[src/rtl/bitcoin_pkg.sv]
// bitcoin_pkg
// Shared SHA-256 constants, types and helper functions for the nonce
// sweeper. Hash state is packed with element 0 holding working variable
// 'a' (or h0); the message window is packed with element 0 holding the
// oldest word, i.e. the one consumed by the current round.
package bitcoin_pkg;

    typedef logic [7:0][31:0]  hash_t;
    typedef logic [15:0][31:0] wbuf_t;

    typedef enum logic [3:0] {
        IDLE, READ, BLK1, FIN1, LD2, BLK2, FIN2, LD3, BLK3, FIN3, CHK, WR2, DONE
    } state_t;

    localparam logic [31:0] K [64] = '{
        32'h428a2f98, 32'h71374491, 32'hb5c0fbcf, 32'he9b5dba5,
        32'h3956c25b, 32'h59f111f1, 32'h923f82a4, 32'hab1c5ed5,
        32'hd807aa98, 32'h12835b01, 32'h243185be, 32'h550c7dc3,
        32'h72be5d74, 32'h80deb1fe, 32'h9bdc06a7, 32'hc19bf174,
        32'he49b69c1, 32'hefbe4786, 32'h0fc19dc6, 32'h240ca1cc,
        32'h2de92c6f, 32'h4a7484aa, 32'h5cb0a9dc, 32'h76f988da,
        32'h983e5152, 32'ha831c66d, 32'hb00327c8, 32'hbf597fc7,
        32'hc6e00bf3, 32'hd5a79147, 32'h06ca6351, 32'h14292967,
        32'h27b70a85, 32'h2e1b2138, 32'h4d2c6dfc, 32'h53380d13,
        32'h650a7354, 32'h766a0abb, 32'h81c2c92e, 32'h92722c85,
        32'ha2bfe8a1, 32'ha81a664b, 32'hc24b8b70, 32'hc76c51a3,
        32'hd192e819, 32'hd6990624, 32'hf40e3585, 32'h106aa070,
        32'h19a4c116, 32'h1e376c08, 32'h2748774c, 32'h34b0bcb5,
        32'h391c0cb3, 32'h4ed8aa4a, 32'h5b9cca4f, 32'h682e6ff3,
        32'h748f82ee, 32'h78a5636f, 32'h84c87814, 32'h8cc70208,
        32'h90befffa, 32'ha4506ceb, 32'hbef9a3f7, 32'hc67178f2
    };

    // Written high word first so that element 0 of the packed array is h0.
    localparam hash_t IV = {
        32'h5be0cd19, 32'h1f83d9ab, 32'h9b05688c, 32'h510e527f,
        32'ha54ff53a, 32'h3c6ef372, 32'hbb67ae85, 32'h6a09e667
    };

    localparam logic [31:0] PAD_WORD = 32'h8000_0000;
    localparam logic [31:0] LEN_BLK2 = 32'd640;
    localparam logic [31:0] LEN_BLK3 = 32'd256;
    localparam logic [31:0] NO_HIT   = 32'hffff_ffff;

    function automatic logic [31:0] rightrotate(input logic [31:0] x, input int unsigned r);
        return (x >> r) | (x << (32 - r));
    endfunction

    // One compression round: returns the next a..h for message word w and
    // round constant k.
    function automatic hash_t sha256_op(input hash_t s, input logic [31:0] w,
                                        input logic [31:0] k);
        logic [31:0] bigS0, bigS1, ch, maj, t1, t2;
        hash_t r;
        bigS1 = rightrotate(s[4], 6) ^ rightrotate(s[4], 11) ^ rightrotate(s[4], 25);
        ch    = (s[4] & s[5]) ^ (~s[4] & s[6]);
        t1    = s[7] + bigS1 + ch + k + w;
        bigS0 = rightrotate(s[0], 2) ^ rightrotate(s[0], 13) ^ rightrotate(s[0], 22);
        maj   = (s[0] & s[1]) ^ (s[0] & s[2]) ^ (s[1] & s[2]);
        t2    = bigS0 + maj;
        r[0] = t1 + t2;
        r[1] = s[0];
        r[2] = s[1];
        r[3] = s[2];
        r[4] = s[3] + t1;
        r[5] = s[4];
        r[6] = s[5];
        r[7] = s[6];
        return r;
    endfunction

    // Message word sixteen positions ahead of the oldest word in the window.
    function automatic logic [31:0] schedule_word(input wbuf_t w);
        logic [31:0] s0, s1;
        s0 = rightrotate(w[1], 7) ^ rightrotate(w[1], 18) ^ (w[1] >> 3);
        s1 = rightrotate(w[14], 17) ^ rightrotate(w[14], 19) ^ (w[14] >> 10);
        return s1 + w[9] + s0 + w[0];
    endfunction

endpackage

[src/rtl/bitcoin_miner_sha256_round.sv]
// sha256_round
// Purely combinational single SHA-256 round plus one step of the rolling
// 16-word message schedule. Shared by all three compression passes.
// Ports:
//   hash_i  current working variables a..h (element 0 = a)
//   w_i     message window, element 0 is this round's word
//   t_i     round index, selects K[t]
//   hash_o  working variables after the round
//   w_o     window shifted by one with the new schedule word appended
module sha256_round
    import bitcoin_pkg::*;
(
    input  hash_t      hash_i,
    input  wbuf_t      w_i,
    input  logic [5:0] t_i,
    output hash_t      hash_o,
    output wbuf_t      w_o
);

    assign hash_o = sha256_op(hash_i, w_i[0], K[t_i]);
    assign w_o    = {schedule_word(w_i), w_i[15:1]};

endmodule

[src/rtl/bitcoin_miner.sv]
// bitcoin_miner
// Double-SHA-256 nonce sweeper. Reads a 19-word header prefix, computes
// the first-block midstate once, then hashes every nonce of the requested
// range, either dumping h0 of each result or stopping at the first h0
// below the target.
// Ports:
//   clk, reset_n              clock, asynchronous active-low reset
//   start, mode               job request (IDLE only), 0 = dump, 1 = search
//   message_addr, output_addr header and result base addresses
//   nonce_start, nonce_count  nonce range
//   target                    search threshold on final h0
//   done, found, found_nonce  job status
//   mem_*                     word memory port, read data one cycle late
module bitcoin_miner
    import bitcoin_pkg::*;
#(
    parameter int ADDR_W = 16,
    parameter int CNT_W  = 16
) (
    input  logic              clk,
    input  logic              reset_n,
    input  logic              start,
    input  logic              mode,
    input  logic [ADDR_W-1:0] message_addr,
    input  logic [ADDR_W-1:0] output_addr,
    input  logic [31:0]       nonce_start,
    input  logic [CNT_W-1:0]  nonce_count,
    input  logic [31:0]       target,
    output logic              done,
    output logic              found,
    output logic [31:0]       found_nonce,
    output logic              mem_clk,
    output logic              mem_we,
    output logic [ADDR_W-1:0] mem_addr,
    output logic [31:0]       mem_write_data,
    input  logic [31:0]       mem_read_data
);

    state_t             state_q, state_d;
    hash_t              hash_q, hash_d;
    hash_t              mid_q, mid_d;
    wbuf_t              w_q, w_d;
    logic [2:0][31:0]   held_q, held_d;
    logic [5:0]         rnd_q, rnd_d;
    logic [CNT_W-1:0]   idx_q, idx_d;
    logic [CNT_W-1:0]   cnt_q, cnt_d;
    logic [31:0]        nonce_q, nonce_d;
    logic [31:0]        h0_q, h0_d;
    logic [31:0]        tgt_q, tgt_d;
    logic               mode_q, mode_d;
    logic [ADDR_W-1:0]  out_q, out_d;
    logic               done_q, done_d;
    logic               found_q, found_d;
    logic [31:0]        fnonce_q, fnonce_d;
    logic               we_q, we_d;
    logic [ADDR_W-1:0]  addr_q, addr_d;
    logic [31:0]        wdata_q, wdata_d;

    hash_t              rndHash;
    wbuf_t              rndW;
    logic [4:0]         rdIdx;
    logic               lastNonce;

    sha256_round u_round (
        .hash_i (hash_q),
        .w_i    (w_q),
        .t_i    (rnd_q),
        .hash_o (rndHash),
        .w_o    (rndW)
    );

    // During READ the data arriving now belongs to the address issued one
    // cycle earlier, hence the minus one.
    assign rdIdx     = rnd_q[4:0] - 5'd1;
    assign lastNonce = (idx_q == cnt_q - CNT_W'(1));

    assign mem_clk        = clk;
    assign mem_we         = we_q;
    assign mem_addr       = addr_q;
    assign mem_write_data = wdata_q;
    assign done           = done_q;
    assign found          = found_q;
    assign found_nonce    = fnonce_q;

    // Next-state logic for the whole job sequencer. The same round instance
    // serves BLK1/BLK2/BLK3; the LD/FIN states set up the working variables
    // and message window around each 64-round pass. Every memory output is
    // computed here and registered, so read data never reaches the memory
    // pins combinationally.
    always_comb begin
        state_d  = state_q;
        hash_d   = hash_q;
        mid_d    = mid_q;
        w_d      = w_q;
        held_d   = held_q;
        rnd_d    = rnd_q;
        idx_d    = idx_q;
        cnt_d    = cnt_q;
        nonce_d  = nonce_q;
        h0_d     = h0_q;
        tgt_d    = tgt_q;
        mode_d   = mode_q;
        out_d    = out_q;
        done_d   = done_q;
        found_d  = found_q;
        fnonce_d = fnonce_q;
        we_d     = 1'b0;
        addr_d   = addr_q;
        wdata_d  = wdata_q;

        case (state_q)
            IDLE: begin
                if (start) begin
                    mode_d  = mode;
                    out_d   = output_addr;
                    cnt_d   = nonce_count;
                    tgt_d   = target;
                    nonce_d = nonce_start;
                    idx_d   = '0;
                    rnd_d   = '0;
                    done_d  = 1'b0;
                    found_d = 1'b0;
                    if (nonce_count == '0) begin
                        state_d = DONE;
                    end else begin
                        addr_d  = message_addr;
                        state_d = READ;
                    end
                end
            end
            READ: begin
                if (rnd_q != 6'd0) begin
                    if (rdIdx < 5'd16) begin
                        w_d[rdIdx[3:0]] = mem_read_data;
                    end else begin
                        held_d[rdIdx[1:0]] = mem_read_data;
                    end
                end
                if (rnd_q < 6'd18) begin
                    addr_d = addr_q + ADDR_W'(1);
                end
                if (rnd_q == 6'd19) begin
                    rnd_d   = '0;
                    hash_d  = IV;
                    state_d = BLK1;
                end else begin
                    rnd_d = rnd_q + 6'd1;
                end
            end
            BLK1, BLK2, BLK3: begin
                hash_d = rndHash;
                w_d    = rndW;
                rnd_d  = rnd_q + 6'd1;
                if (rnd_q == 6'd63) begin
                    state_d = (state_q == BLK1) ? FIN1 :
                              (state_q == BLK2) ? FIN2 : FIN3;
                end
            end
            FIN1: begin
                for (int i = 0; i < 8; i++) begin
                    mid_d[i] = IV[i] + hash_q[i];
                end
                state_d = LD2;
            end
            LD2: begin
                hash_d    = mid_q;
                w_d       = '0;
                w_d[0]    = held_q[0];
                w_d[1]    = held_q[1];
                w_d[2]    = held_q[2];
                w_d[3]    = nonce_q;
                w_d[4]    = PAD_WORD;
                w_d[15]   = LEN_BLK2;
                state_d   = BLK2;
            end
            FIN2: begin
                // The first digest becomes the second hash's message.
                for (int i = 0; i < 8; i++) begin
                    w_d[i] = mid_q[i] + hash_q[i];
                end
                w_d[8]    = PAD_WORD;
                w_d[14:9] = '0;
                w_d[15]   = LEN_BLK3;
                state_d   = LD3;
            end
            LD3: begin
                hash_d  = IV;
                state_d = BLK3;
            end
            FIN3: begin
                h0_d    = IV[0] + hash_q[0];
                state_d = CHK;
            end
            CHK: begin
                if (!mode_q) begin
                    we_d    = 1'b1;
                    addr_d  = out_q + ADDR_W'(idx_q);
                    wdata_d = h0_q;
                end else if (h0_q < tgt_q) begin
                    we_d     = 1'b1;
                    addr_d   = out_q;
                    wdata_d  = nonce_q;
                    fnonce_d = nonce_q;
                end else if (lastNonce) begin
                    we_d    = 1'b1;
                    addr_d  = out_q;
                    wdata_d = NO_HIT;
                end

                if (mode_q && (h0_q < tgt_q)) begin
                    state_d = WR2;
                end else if (lastNonce) begin
                    state_d = DONE;
                end else begin
                    idx_d   = idx_q + CNT_W'(1);
                    nonce_d = nonce_q + 32'd1;
                    state_d = LD2;
                end
            end
            WR2: begin
                we_d    = 1'b1;
                addr_d  = out_q + ADDR_W'(1);
                wdata_d = h0_q;
                found_d = 1'b1;
                state_d = DONE;
            end
            DONE: begin
                done_d  = 1'b1;
                state_d = IDLE;
            end
            default: state_d = IDLE;
        endcase
    end

    // State register bank. Reset aborts any job at once and clears the
    // write strobe so nothing more reaches memory.
    always_ff @(posedge clk or negedge reset_n) begin
        if (!reset_n) begin
            state_q  <= IDLE;
            hash_q   <= '0;
            mid_q    <= '0;
            w_q      <= '0;
            held_q   <= '0;
            rnd_q    <= '0;
            idx_q    <= '0;
            cnt_q    <= '0;
            nonce_q  <= '0;
            h0_q     <= '0;
            tgt_q    <= '0;
            mode_q   <= 1'b0;
            out_q    <= '0;
            done_q   <= 1'b0;
            found_q  <= 1'b0;
            fnonce_q <= '0;
            we_q     <= 1'b0;
            addr_q   <= '0;
            wdata_q  <= '0;
        end else begin
            state_q  <= state_d;
            hash_q   <= hash_d;
            mid_q    <= mid_d;
            w_q      <= w_d;
            held_q   <= held_d;
            rnd_q    <= rnd_d;
            idx_q    <= idx_d;
            cnt_q    <= cnt_d;
            nonce_q  <= nonce_d;
            h0_q     <= h0_d;
            tgt_q    <= tgt_d;
            mode_q   <= mode_d;
            out_q    <= out_d;
            done_q   <= done_d;
            found_q  <= found_d;
            fnonce_q <= fnonce_d;
            we_q     <= we_d;
            addr_q   <= addr_d;
            wdata_q  <= wdata_d;
        end
    end

endmodule

[config.mk]
export PLATFORM = sky130hd
export DESIGN_NAME = bitcoin_miner
export DESIGN_NICKNAME = d
export VERILOG_FILES = /design/src/rtl/bitcoin_pkg.sv /design/src/rtl/bitcoin_miner_sha256_round.sv /design/src/rtl/bitcoin_miner.sv
export SDC_FILE = /design/constraint.sdc
export NUM_CORES = 2
export LEC_CHECK = 0
export CAP_MARGIN = 20
export CORE_ASPECT_RATIO = 1.5
export CORE_UTILIZATION = 32
export CTS_CLUSTER_DIAMETER = 200
export CTS_CLUSTER_SIZE = 24
export DETAILED_ROUTE_END_ITERATION = 10
export PLACE_DENSITY = 0.44
export SLEW_MARGIN = 25
export SYNTH_ARGS = -nofsm -noshare
export SYNTH_HDL_FRONTEND = slang
export SYNTH_HIERARCHICAL = 1
export SYNTH_SLANG_ARGS = --single-unit
[constraint.sdc]
create_clock -name clk -period 24.9 [get_ports clk]
set_input_delay 4.98 -clock clk [delete_from_list [all_inputs] [get_ports clk]]
set_output_delay 4.98 -clock clk [all_outputs]
set_load 0.02 [all_outputs]
==> impl_results.md <==
* Largest net degree at the start of global routing at 181
* Routed len/inst at 31.70 µm
* Post-synth top area cell: dfrtp_1
* Main synth FF type: dfrtp_1
* CORE AREA at 304100 µm²
* DRT antenna net count at 0
* Largest family of logic cells by synthesized area: compound AO/OA/AOI/OAI gates
* Initial antenna violation count at 28
* Die Y at 679.2 µm
* Syn Area/Cell at 8.748 µm²
* Crit path buffers/inverters at 3
* Xor/xnor share of the synthesized area at 0.07628
* Worst Hold Class: flop to flop
* Post-cts repair resize count at 0
* Flops & latches, synth at 1358
* Vias per cell at 5.755
* Syn_nets at 11980
* Final Hold Vio Count at 0
* Top cells by area, synth: dfrtp_1 (35%), ha_1 (5.8%), buf_4 (5.2%)
* Clk_lat worst skew at 0.90 ns
* Grt ovf at 0
* Synth-to-Final Area Change at 3.679%
* Crit path kind: clock port to output pin
* Die area at 308000 µm²
* Die W at 453.5 µm
* Num rows at 248
* Max Fanout on Critical Path at 3
* Ys async rst share at 1.000
* Layout Skew at 0.05164 ns
* Actual slew at the worst max-slew pin at 1.322 ns
* Clock transition at path regs at 0.11 ns
* RSZ-0062 raised after global routing: false
* Slew headroom at 0.1190
* EDFF count, synth at 0
* CP Cell Sequence: clkbuf_16, clkbuf_16, clkdlybuf4s50_1
* CTS tree: yes
* Most frequent cells in the layout: dfrtp_1 (1354), nand2_1 (1087), a21oi_1 (968)
* Starting density of the core at 0.3218
* Post-synthesis mux area share at 0.02431
* Cts hold-fix bufs at 0
* Global-route wire length before repair at 636600 µm
* Critical Path AT at 13.22 ns
* Placed cell areas at 99410 µm²
* HPWL after detailed placement at 345500 µm
* Port Buffers at 231
* Layout net count at 11139
* Yosys top cell area share at 0.3473
* Commonest non-fill, non-tap cell in the layout: dfrtp_1
* Final setup violation count at 0
* Most used cell, CP: clkbuf_16
* Total global-route track usage at 0.2887
* IO Pins at 232
* Drt total wl at 455500 µm
* # DRC at 0
* Worst-path cell with the longest stage delay: clkdlybuf4s50_1
* Final setup TNS at 0 ns
* Vias in the first global route at 81404
* Cells after Synth at 11185
* Adder-Cell Fraction of Synth Area at 0.09819
* Crit start category: clock port
* Final Wtd Congestion at 0.9652
* Max-slew violation count at 0
* Vias at 82686
* Critical path's top delay family: buffers and inverters
* Largest stage delay, worst path at 0.52 ns
* Maxcap violations at 0
* Mapped cell area at 97840 µm²
* Synth Area in Compound Gates at 0.2341
* Synth Area in Simple Gates at 0.1196
* Post-CTS setup buffers at 0
* Layout cells sized above 1 at 0.05399
* Crit path required time at 19.92 ns
* CP endpoint kind: output pin
* DR iter-0 viols at 8010
* Yosys cell types at 105
* Status: complete, no violations
* Sequential area share after synthesis at 0.3473
* Ys Warns at 6
* Design Area, Final at 101400 µm²
* DR pass1 iterations at 7
==> Yosys cell counts (53+ instances only) <==
library cell,n
o221ai_1,53
a21oi_1,978
nor2b_1,58
o21ai_0,763
dfrtp_1,1358
nand3_1,142
nand2_1,1093
nor2_1,820
a31oi_1,108
a221o_1,73
xnor2_1,499
a21o_1,255
buf_4,673
a222oi_1,137
a22oi_1,412
clkbuf_1,580
and2_1,60
or3_1,65
a211oi_1,55
nand2b_1,72
fa_1,196
a221oi_1,150
inv_1,574
and3_1,77
o21ai_1,123
o21a_1,59
mux2_2,154
xor2_1,348
nor3_1,94
ha_1,451
==> routing by layer <==
layer  part of all wire  up-vias  wire, µm  GRT usage
met1               0.38    41893    171900     0.3302
met4              0.087        8     39770     0.2145
met3              0.046      799     21150    0.03343
met2               0.49     2825    222600     0.4932
met5            0.00011        -        51          0
li1                   -    37161         -          -
==> flip-flops by register name, summed over array words and instances, names as in the netlist, 4 cells and up <==
name and count:
w_q 512, hash_q 256, mid_q 256, held_q 96, found_nonce 32, h0_q 32, mem_write_data 32, nonce_q 32
tgt_q 32, cnt_q 16, idx_q 16, mem_addr 16, out_q 16, rnd_q 6, state_q 4
==> tightest hold or removal path, cell delays in order, from the launching register on <==
cell	delay (ns)
dfrtp_1	0.36
nand2_1	0.05
o21ai_0	0.06
==> per-stage QoR <==
stage / setup WS [ns] / std cells / util / hold WS, ns
global placement: 6.962 / 14268 / 0.3269 / 0.4579
CTS: 6.690 / 14349 / 0.3331 / 0.4938
global route: 6.686 / 14359 / 0.3335 / 0.5186
finish: 6.697 / 14368 / 0.3336 / 0.4926
floorplan: 7.336 / 11185 / - / 0.4467
detailed placement: 6.962 / 14269 / 0.3269 / 0.4699
==> cells by family (layout without fill, tap and decap cells) <==
logic type | Yosys count | in the layout
and+or+nand+nor | 2656 | 2656
other | 0 | 15
adders and majority gates | 651 | 651
buffers and inverters | 1923 | 1091
AOI/OAI and AO/OA | 3540 | 3540
muxes | 208 | 208
xor gates and xnor gates | 849 | 849
DFF | 1358 | 1358
==> area by class of cell <==
class / instances / area (µm²)
multi-input combinational: 7904 / 54360
inverter: 577 / 2166
antenna: 15 / 37.54
clock inverter: 8 / 135.1
tap: 4000 / 5005
clock buffer: 73 / 1748
timing repair buffer: 433 / 3996
sequential: 1358 / 33990
fill: 31576 / 202600
==> path summary, 6_finish.rpt <==
check | cells after the start | slack, ns | startpoint | to
setup / recovery | 3 | 6.70 | clk | mem_clk
hold / removal | 2 | 0.49 | found_nonce[3]$_DFFE_PN0P_ | found_nonce[3]$_DFFE_PN0P_
setup reg to reg | 33 | 14.60 | rnd_q[0]$_DFFE_PN0P_ | hash_q[31]$_DFFE_PN0P_
hold reg to reg | 2 | 0.49 | found_nonce[3]$_DFFE_PN0P_ | found_nonce[3]$_DFFE_PN0P_
max in group asynchronous | 5 | 17.02 | reset_n | w_q[456]$_DFFE_PN0P_
min in group asynchronous | 1 | 4.02 | reset_n | cnt_q[9]$_DFFE_PN0P_
Power is left out: the tool's default activity adds up to more than one toggle a clock period on the data nets, which glitch-free logic cannot reach.
